--- src/rtl/exe_md_unit_pkg.sv ---
// Shared op codes, FSM states and helpers for the EXE multiply/divide unit.
package exe_md_unit_pkg;

    localparam int MD_OP_WD = 3;

    typedef enum logic [MD_OP_WD-1:0] {
        MD_OP_MULT  = 3'd0,
        MD_OP_MULTU = 3'd1,
        MD_OP_DIV   = 3'd2,
        MD_OP_DIVU  = 3'd3,
        MD_OP_MTHI  = 3'd4,
        MD_OP_MTLO  = 3'd5
    } md_op_e;

    typedef enum logic [1:0] {
        ST_IDLE,
        ST_MUL,
        ST_DIV
    } md_state_e;

    function automatic logic op_is_signed(input logic [MD_OP_WD-1:0] op);
        return (op == MD_OP_MULT) || (op == MD_OP_DIV);
    endfunction

endpackage

--- src/rtl/exe_md_unit_if.sv ---
// Request handshake between EXE decode and the multiply/divide unit.
interface exe_md_unit_if
    import exe_md_unit_pkg::*;
#(
    parameter int XLEN = 32
);
    logic                req_valid;
    logic                req_ready;
    logic [MD_OP_WD-1:0] req_op;
    logic [XLEN-1:0]     req_src1;
    logic [XLEN-1:0]     req_src2;

    modport master (
        output req_valid, req_op, req_src1, req_src2,
        input  req_ready
    );

    modport slave (
        input  req_valid, req_op, req_src1, req_src2,
        output req_ready
    );
endinterface

--- src/rtl/exe_md_unit_div.sv ---
// Iterative radix-2 restoring divider: magnitudes at start, one quotient bit
// per cycle, sign fix applied on the result outputs.
module md_div_iter #(
    parameter int XLEN = 32
) (
    input  logic            clk,
    input  logic            resetn,
    input  logic            start_i,
    input  logic            kill_i,
    input  logic            signed_i,
    input  logic [XLEN-1:0] dividend_i,
    input  logic [XLEN-1:0] divisor_i,
    output logic            busy_o,
    output logic            done_o,
    output logic [XLEN-1:0] quotient_o,
    output logic [XLEN-1:0] remainder_o
);
    localparam int CW = $clog2(XLEN + 1);

    logic            busy_q;
    logic [CW-1:0]   cnt_q;
    logic [XLEN-1:0] dvd_q;
    logic [XLEN-1:0] dvs_q;
    logic [XLEN-1:0] rem_q;
    logic            qneg_q;
    logic            rneg_q;

    logic            a_neg;
    logic            b_neg;
    logic [XLEN-1:0] a_mag;
    logic [XLEN-1:0] b_mag;
    logic [XLEN:0]   rem_sh;
    logic [XLEN:0]   diff;
    logic            qbit;
    logic [XLEN-1:0] rem_nx;

    assign a_neg = signed_i & dividend_i[XLEN-1];
    assign b_neg = signed_i & divisor_i[XLEN-1];
    assign a_mag = a_neg ? -dividend_i : dividend_i;
    assign b_mag = b_neg ? -divisor_i : divisor_i;

    // Quotient bits shift into the dividend register as its bits are consumed.
    assign rem_sh = {rem_q, dvd_q[XLEN-1]};
    assign diff   = rem_sh - {1'b0, dvs_q};
    assign qbit   = ~diff[XLEN];
    assign rem_nx = qbit ? diff[XLEN-1:0] : rem_sh[XLEN-1:0];

    assign busy_o      = busy_q;
    assign done_o      = busy_q && (cnt_q == '0) && !kill_i;
    assign quotient_o  = qneg_q ? -dvd_q : dvd_q;
    assign remainder_o = rneg_q ? -rem_q : rem_q;

    always_ff @(posedge clk) begin
        if (!resetn) begin
            busy_q <= 1'b0;
            cnt_q  <= '0;
        end else if (kill_i) begin
            busy_q <= 1'b0;
            cnt_q  <= '0;
        end else if (start_i) begin
            busy_q <= 1'b1;
            cnt_q  <= CW'(XLEN);
        end else if (busy_q) begin
            if (cnt_q == '0) begin
                busy_q <= 1'b0;
            end else begin
                cnt_q <= cnt_q - 1'b1;
            end
        end
    end

    always_ff @(posedge clk) begin
        if (start_i) begin
            dvd_q  <= a_mag;
            dvs_q  <= b_mag;
            rem_q  <= '0;
            qneg_q <= a_neg ^ b_neg;
            rneg_q <= a_neg;
        end else if (busy_q && cnt_q != '0) begin
            dvd_q <= {dvd_q[XLEN-2:0], qbit};
            rem_q <= rem_nx;
        end
    end

endmodule

--- src/rtl/exe_md_unit.sv ---
// EXE-stage multiply/divide unit with private HI/LO registers, pipelined
// multiplier and iterative divider.
module exe_md_unit
    import exe_md_unit_pkg::*;
#(
    parameter int XLEN    = 32,
    parameter int MUL_LAT = 1
) (
    input  logic             clk,
    input  logic             resetn,
    input  logic             flush,
    exe_md_unit_if.slave     req,
    output logic             busy_o,
    output logic             done_o,
    output logic [XLEN-1:0]  hi_o,
    output logic [XLEN-1:0]  lo_o
);
    md_state_e         state_q, state_d;
    logic [2:0]        cnt_q, cnt_d;
    logic [XLEN-1:0]   hi_q, hi_d;
    logic [XLEN-1:0]   lo_q, lo_d;
    logic              done_q, done_d;
    logic              accept;
    logic              div_start;
    logic              div_busy;
    logic              div_done;
    logic [XLEN-1:0]   div_quot;
    logic [XLEN-1:0]   div_rem;
    logic              op_sgn;
    logic [2*XLEN-1:0] m1;
    logic [2*XLEN-1:0] m2;
    logic [2*XLEN-1:0] prod_q [MUL_LAT];

    assign req.req_ready = (state_q == ST_IDLE);
    assign busy_o        = (state_q != ST_IDLE);
    assign done_o        = done_q;
    assign hi_o          = hi_q;
    assign lo_o          = lo_q;
    assign accept        = req.req_valid && req.req_ready && !flush;
    assign op_sgn        = op_is_signed(req.req_op);

    // Low 2*XLEN product bits only depend on the low 2*XLEN operand bits.
    assign m1 = {{XLEN{op_sgn & req.req_src1[XLEN-1]}}, req.req_src1};
    assign m2 = {{XLEN{op_sgn & req.req_src2[XLEN-1]}}, req.req_src2};

    always_ff @(posedge clk) begin
        prod_q[0] <= m1 * m2;
        for (int i = 1; i < MUL_LAT; i++) begin
            prod_q[i] <= prod_q[i-1];
        end
    end

    md_div_iter #(
        .XLEN (XLEN)
    ) u_div (
        .clk         (clk),
        .resetn      (resetn),
        .start_i     (div_start),
        .kill_i      (flush),
        .signed_i    (op_sgn),
        .dividend_i  (req.req_src1),
        .divisor_i   (req.req_src2),
        .busy_o      (div_busy),
        .done_o      (div_done),
        .quotient_o  (div_quot),
        .remainder_o (div_rem)
    );

    always_comb begin
        state_d   = state_q;
        cnt_d     = cnt_q;
        hi_d      = hi_q;
        lo_d      = lo_q;
        done_d    = 1'b0;
        div_start = 1'b0;
        unique case (state_q)
            ST_IDLE: begin
                if (accept) begin
                    unique case (req.req_op)
                        MD_OP_MULT, MD_OP_MULTU: begin
                            state_d = ST_MUL;
                            cnt_d   = 3'(MUL_LAT - 1);
                        end
                        MD_OP_DIV, MD_OP_DIVU: begin
                            state_d   = ST_DIV;
                            div_start = 1'b1;
                        end
                        MD_OP_MTHI: begin
                            hi_d   = req.req_src1;
                            done_d = 1'b1;
                        end
                        MD_OP_MTLO: begin
                            lo_d   = req.req_src1;
                            done_d = 1'b1;
                        end
                        default: done_d = 1'b1;
                    endcase
                end
            end
            ST_MUL: begin
                if (flush) begin
                    state_d = ST_IDLE;
                end else if (cnt_q == '0) begin
                    {hi_d, lo_d} = prod_q[MUL_LAT-1];
                    state_d      = ST_IDLE;
                    done_d       = 1'b1;
                end else begin
                    cnt_d = cnt_q - 1'b1;
                end
            end
            ST_DIV: begin
                if (flush || !div_busy) begin
                    state_d = ST_IDLE;
                end else if (div_done) begin
                    hi_d    = div_rem;
                    lo_d    = div_quot;
                    state_d = ST_IDLE;
                    done_d  = 1'b1;
                end
            end
            default: state_d = ST_IDLE;
        endcase
    end

    always_ff @(posedge clk) begin
        if (!resetn) begin
            state_q <= ST_IDLE;
            cnt_q   <= '0;
            hi_q    <= '0;
            lo_q    <= '0;
            done_q  <= 1'b0;
        end else begin
            state_q <= state_d;
            cnt_q   <= cnt_d;
            hi_q    <= hi_d;
            lo_q    <= lo_d;
            done_q  <= done_d;
        end
    end

endmodule
--- src/flat_wrapper.sv ---
// flat-port wrapper written by rule: the top's interface ports become plain ports
module exe_md_unit_flat import exe_md_unit_pkg::*;
#(
    parameter int XLEN    = 32,
    parameter int MUL_LAT = 1
)
  (clk, resetn, flush, busy_o, done_o, hi_o, lo_o, req_req_valid, req_req_op, req_req_src1, req_req_src2, req_req_ready);
  exe_md_unit_if #(.XLEN(XLEN)) req_i ();
  input  logic clk;
  input  logic resetn;
  input  logic flush;
  output logic busy_o;
  output logic done_o;
  output logic [XLEN-1:0] hi_o;
  output logic [XLEN-1:0] lo_o;
  input wire logic [$bits(req_i.req_valid)-1:0] req_req_valid;
  input wire logic [$bits(req_i.req_op)-1:0] req_req_op;
  input wire logic [$bits(req_i.req_src1)-1:0] req_req_src1;
  input wire logic [$bits(req_i.req_src2)-1:0] req_req_src2;
  output wire logic [$bits(req_i.req_ready)-1:0] req_req_ready;
  assign req_i.req_valid = req_req_valid;
  assign req_i.req_op = req_req_op;
  assign req_i.req_src1 = req_req_src1;
  assign req_i.req_src2 = req_req_src2;
  assign req_req_ready = req_i.req_ready;
  exe_md_unit #(.XLEN(XLEN), .MUL_LAT(MUL_LAT)) u_core (.clk(clk), .resetn(resetn), .flush(flush), .req(req_i), .busy_o(busy_o), .done_o(done_o), .hi_o(hi_o), .lo_o(lo_o));
endmodule
--- config.mk ---
export PLATFORM = sky130hd
export DESIGN_NAME = exe_md_unit_flat
export DESIGN_NICKNAME = d
export VERILOG_FILES = /design/src/rtl/exe_md_unit_pkg.sv /design/src/rtl/exe_md_unit_if.sv /design/src/rtl/exe_md_unit_div.sv /design/src/rtl/exe_md_unit.sv /design/src/flat_wrapper.sv
export SDC_FILE = /design/constraint.sdc
export NUM_CORES = 2
export LEC_CHECK = 0
export BUFFER_PORTS_ARGS = -buffer_cell sky130_fd_sc_hd__clkbuf_2
export CORE_UTILIZATION = 40
export CTS_CLUSTER_SIZE = 20
export DETAILED_ROUTE_END_ITERATION = 6
export HOLD_SLACK_MARGIN = 0.06
export PLACE_DENSITY = 0.61
export SLEW_MARGIN = 20
export SYNTH_ARGS = -nofsm -noshare
export SYNTH_HDL_FRONTEND = slang
export SYNTH_SLANG_ARGS = --single-unit
--- constraint.sdc ---
create_clock -name clk -period 9.27 [get_ports clk]
set_input_delay 1.854 -clock clk [delete_from_list [all_inputs] [get_ports clk]]
set_output_delay 1.854 -clock clk [all_outputs]
set_load 0.005 [all_outputs]
==> impl_summary.txt <==
----------------------------------------------------
[Outcome]
  Status ... finished, final reports clean

[Logic synthesis]
  Gate count of the mapped netlist ... roughly 6000
  Net count after synthesis ... about 7300
  Combined area of all synthesized cells ... 51700 um2
  Most common cell in the synthesized netlist ... sky130_fd_sc_hd__inv_1
  Fraction of the yosys area taken by sequential cells ... 10.5%
  Number of flops mapped to enable cells by yosys ... 66
  Yosys top cell by area ... sky130_fd_sc_hd__fa_1
  Dominant cells by area after synthesis ... sky130_fd_sc_hd__fa_1 44%, sky130_fd_sc_hd__inv_1 9.0%, sky130_fd_sc_hd__nand2_1 7.5%
  Netlist cell types ... between 70 and 80
  Fraction of registers with async set/reset ... 0%
  Flip-flop and latch count after synthesis ... between 200 and 250
  Leading register cell type out of synthesis ... sky130_fd_sc_hd__dfxtp_1
  Top cells by count, synth ... 1244 x sky130_fd_sc_hd__inv_1, 1126 x sky130_fd_sc_hd__fa_1, 1033 x sky130_fd_sc_hd__nand2_1
  Mean cell area of the mapped netlist ... 8.79 um2
  Fraction of post-synthesis cell area in the top cell type by area ... 43.6%
  YS warnings ... 0

[Routing]
  Routed via count divided by cell count ... 5.21
  Final routed wire length divided by cell count ... around 21 um
  Antenna-violating nets left ... 0
  Starting DRC count in detailed routing ... 3035
  Via count of the routed design ... a little over 40000
  Final Routed Wirelength ... between 150000 and 200000 um
  Drt first pass iters ... 5
  DRC errors left ... 0

[Global route]
  First-pass GRT wire length ... between 200000 and 300000 um
  Remaining Overflow, GRT ... 0
  Antenna violations before repair ... 5
  Number of global-route vias before repair ... roughly 43000
  All-Layer GR Usage ... about a quarter
  Maximum number of pins on one net before global-route repair ... 81

[Floorplanning]
  Placeable core area ... approximately 130000 um2
  Die boundary height ... around 360 um
  Die footprint ... between 100000 and 150000 um2
  Total I/O pin count ... around 140
  Horiz. Die Dim ... 361 um
  Site Rows ... 131
  Initial core utilization ... around two fifths

[Timing]
  RSZ-0062 raised after global routing ... no
  Max-slew violation total from the final report ... 0
  Setup_tns ... 0 ps
  Worst slack on hold paths ... 461 ps
  Slew @ Worst Pin ... approximately 1200 ps
  Clock period minus worst slack ... around 9000 ps
  Fmax ... approximately 110 MHz
  Share of the clock period used by the worst path ... roughly 100%
  Max_slew headroom ... between 20% and 30%
  Maximum clock skew at final layout ... between 15 and 20 ps
  Final hold viol count ... 0
  Final setup vio count ... 0

[Place]
  Final weighted congestion in routability-driven placement ... between 0.9 and 1
  Instance area after placement ... 57900 um2
  Port Buffer Count ... 137
  Hpwl dp ... about 140000 um

[Worst hold path]
  Worst hold path endpoint ... u_core.lo_o[31]$_SDFFE_PN0P_
  Hold Startpoint ... u_core.lo_o[31]$_SDFFE_PN0P_
  Classification of the worst-slack hold path ... register to register
  Hold Crit Depth ... 2

[Critical path]
  Setup CP Type ... input pin to register
  Kind of launch point of the worst setup path ... input pin
  Delay of the slowest cell on the worst path ... 580 ps
  Register-to-Register Path Depth ... 13
  Worst path required time ... between 9000 and 10000 ps
  Nature of the critical path endpoint ... register
  Setup slack on the worst flop-to-flop path ... 5000 ps
  Max Fanout on Critical Path ... 8
  Dominant cell type by count on the critical path ... sky130_fd_sc_hd__fa_1
  Reg-to-reg critical path endpoint ... u_core.u_div.rem_q[18]$_SDFFE_PP0P_
  Slowest stage cell, crit path ... sky130_fd_sc_hd__fa_2
  Arrival time at the worst endpoint ... roughly 9500 ps
  Launch point of the worst reg-to-reg path ... u_core.u_div.dvd_q[31]$_DFFE_PP_

[Finish]
  Fin nets ... between 7000 and 8000
  Multi-input gate area ... between 40000 and 50000 um2
  Area added between synthesis and finish ... 14.0%
  Register Area ... roughly 5400 um2
  Share of post-route cells with drive strength above 1 ... 12.1%
  Number of filler instances in the final layout ... 12283
  Final design area excluding fillers ... around 59000 um2

[CTS]
  CTS sink cnt ... between 200 and 250
  H-tree depth ... 1
  Hold-fix buffer count after cts ... 0
  Maximum root-to-sink buffer count ... 3
  CTS tree ... done
  Number of clock buffers inserted by TritonCTS ... 25
  Clock-pin slew reported for the worst setup and hold paths after clock tree synthesis ... 60 ps
  Clock latency at the later pin of the worst-skew pair ... approximately 560 ps
  Clk Tree Root Cell ... sky130_fd_sc_hd__clkbuf_16

[Job]
  Count of maximum capacitance violations ... 0

----------------------------------------------------
-- metal layers --
layer  part of all wire, %  vias to the layer above  global-route usage (%)
li1                      -                    18320                       -
met5                0.0066                        -                       0
met4                   4.3                        2                    10.2
met1                    41                    20916                    33.9
met3                   7.2                      259                    2.91
met2                    48                     1515                    44.1
-- registers in the layout, indices dropped and copies added, names as in the netlist --
register	count
u_core.hi_o	32
u_core.u_div.rneg_q	1
u_core.u_div.dvs_q	32
u_core.lo_o	32
u_core.u_div.dvd_q	32
u_core.u_div.cnt_q	6
u_core.cnt_q	3
u_core.u_div.rem_q	32
u_core.state_q	2
u_core.u_div.busy_o	1
u_core.prod_q	64
u_core.u_div.qneg_q	1
u_core.done_o	1
-- layout by cell type, fill, tap and decap left out, types with 28 or more instances in the layout --
master / netlist / final
sky130_fd_sc_hd__o21ai_0: 146 / 143
sky130_fd_sc_hd__nor3_1: 30 / 29
sky130_fd_sc_hd__ha_1: 256 / 252
sky130_fd_sc_hd__buf_12: 0 / 80
sky130_fd_sc_hd__a21o_1: 52 / 51
sky130_fd_sc_hd__o31ai_1: 37 / 36
sky130_fd_sc_hd__a311oi_1: 54 / 54
sky130_fd_sc_hd__a21oi_1: 193 / 192
sky130_fd_sc_hd__nand3_1: 33 / 32
sky130_fd_sc_hd__and3_1: 29 / 28
sky130_fd_sc_hd__xnor2_1: 155 / 155
sky130_fd_sc_hd__nor2b_1: 73 / 72
sky130_fd_sc_hd__clkbuf_2: 0 / 137
sky130_fd_sc_hd__inv_1: 1244 / 1239
sky130_fd_sc_hd__dfxtp_1: 173 / 173
sky130_fd_sc_hd__edfxtp_1: 66 / 66
sky130_fd_sc_hd__and2_1: 281 / 281
sky130_fd_sc_hd__buf_4: 1 / 437
sky130_fd_sc_hd__xor2_1: 68 / 68
sky130_fd_sc_hd__nand2_1: 1033 / 1032
sky130_fd_sc_hd__nor2_1: 154 / 152
sky130_fd_sc_hd__fa_1: 1126 / 1121
-- worst max-delay path by stage --
stage | from | endpoint | slack [ps] | depth (start not counted)
2_1_floorplan | req_req_src1[31] | u_core.prod_q[0][59]$_DFF_P_ | 7 | 30
3_3_place_gp | req_req_op[0] | u_core.prod_q[0][57]$_DFF_P_ | -470 | 29
3_5_place_dp | req_req_op[0] | u_core.prod_q[0][62]$_DFF_P_ | -540 | 28
4_1_cts | req_req_op[0] | u_core.prod_q[0][62]$_DFF_P_ | 30 | 28
5_1_grt | req_req_src2[0] | u_core.prod_q[0][48]$_DFF_P_ | 0.4 | 31
6_report | req_req_op[2] | u_core.prod_q[0][60]$_DFF_P_ | 240 | 31
-- cells by family (layout without fill, tap and decap cells) --
group	Yosys count	in the layout	synth area share, %
xor+xnor	223	223	3.78
simple gates	1743	1743	15.4
other cells	0	3	0
compound gates	651	651	8.13
buf+inv	1614	1947	11.9
flops	239	239	10.5
fa+ha+maj	1382	1382	49.8
mux	24	24	0.467
-- critical path, delay by kind of cell --
family / cells / cell delay, ps
fa+ha+maj: 9 / 4320
simple gates: 4 / 810
buf+inv: 10 / 1130
compound gates: 8 / 1330
-- through the flow --
step                setup WS, ps  util (%)  cells
detailed placement          -543      45.3   7820
finish                       239      46.1   7874
floorplan                   6.63         -   5876
global placement            -466      45.3   7820
CTS                         31.7      46.0   7866
global route               0.392      46.1   7872
-- what timing repair did --
item / CTS / global route
setup buffers: 0 / 5
hold endpoints to repair: 0 / 0
resized for setup: 0 / 20
setup endpoints to repair: 0 / 11
-- final cells by class --
| class | instances | share of cell area [%] |
|---|---|---|
| Clock buffer | 37 | 1.24 |
| Multi-Input combinational cell | 4023 | 68.3 |
| Sequential cell | 239 | 9.25 |
| Antenna cell | 3 | 0.0128 |
| Timing Repair Buffer | 657 | 9.52 |
| Clock inverter | 9 | 0.210 |
| Inverter | 1244 | 7.94 |
| Tap cell | 1662 | 3.53 |
Power is not shown: default switching activity piles up to over one toggle a cycle in this logic, so the estimate is an artifact.
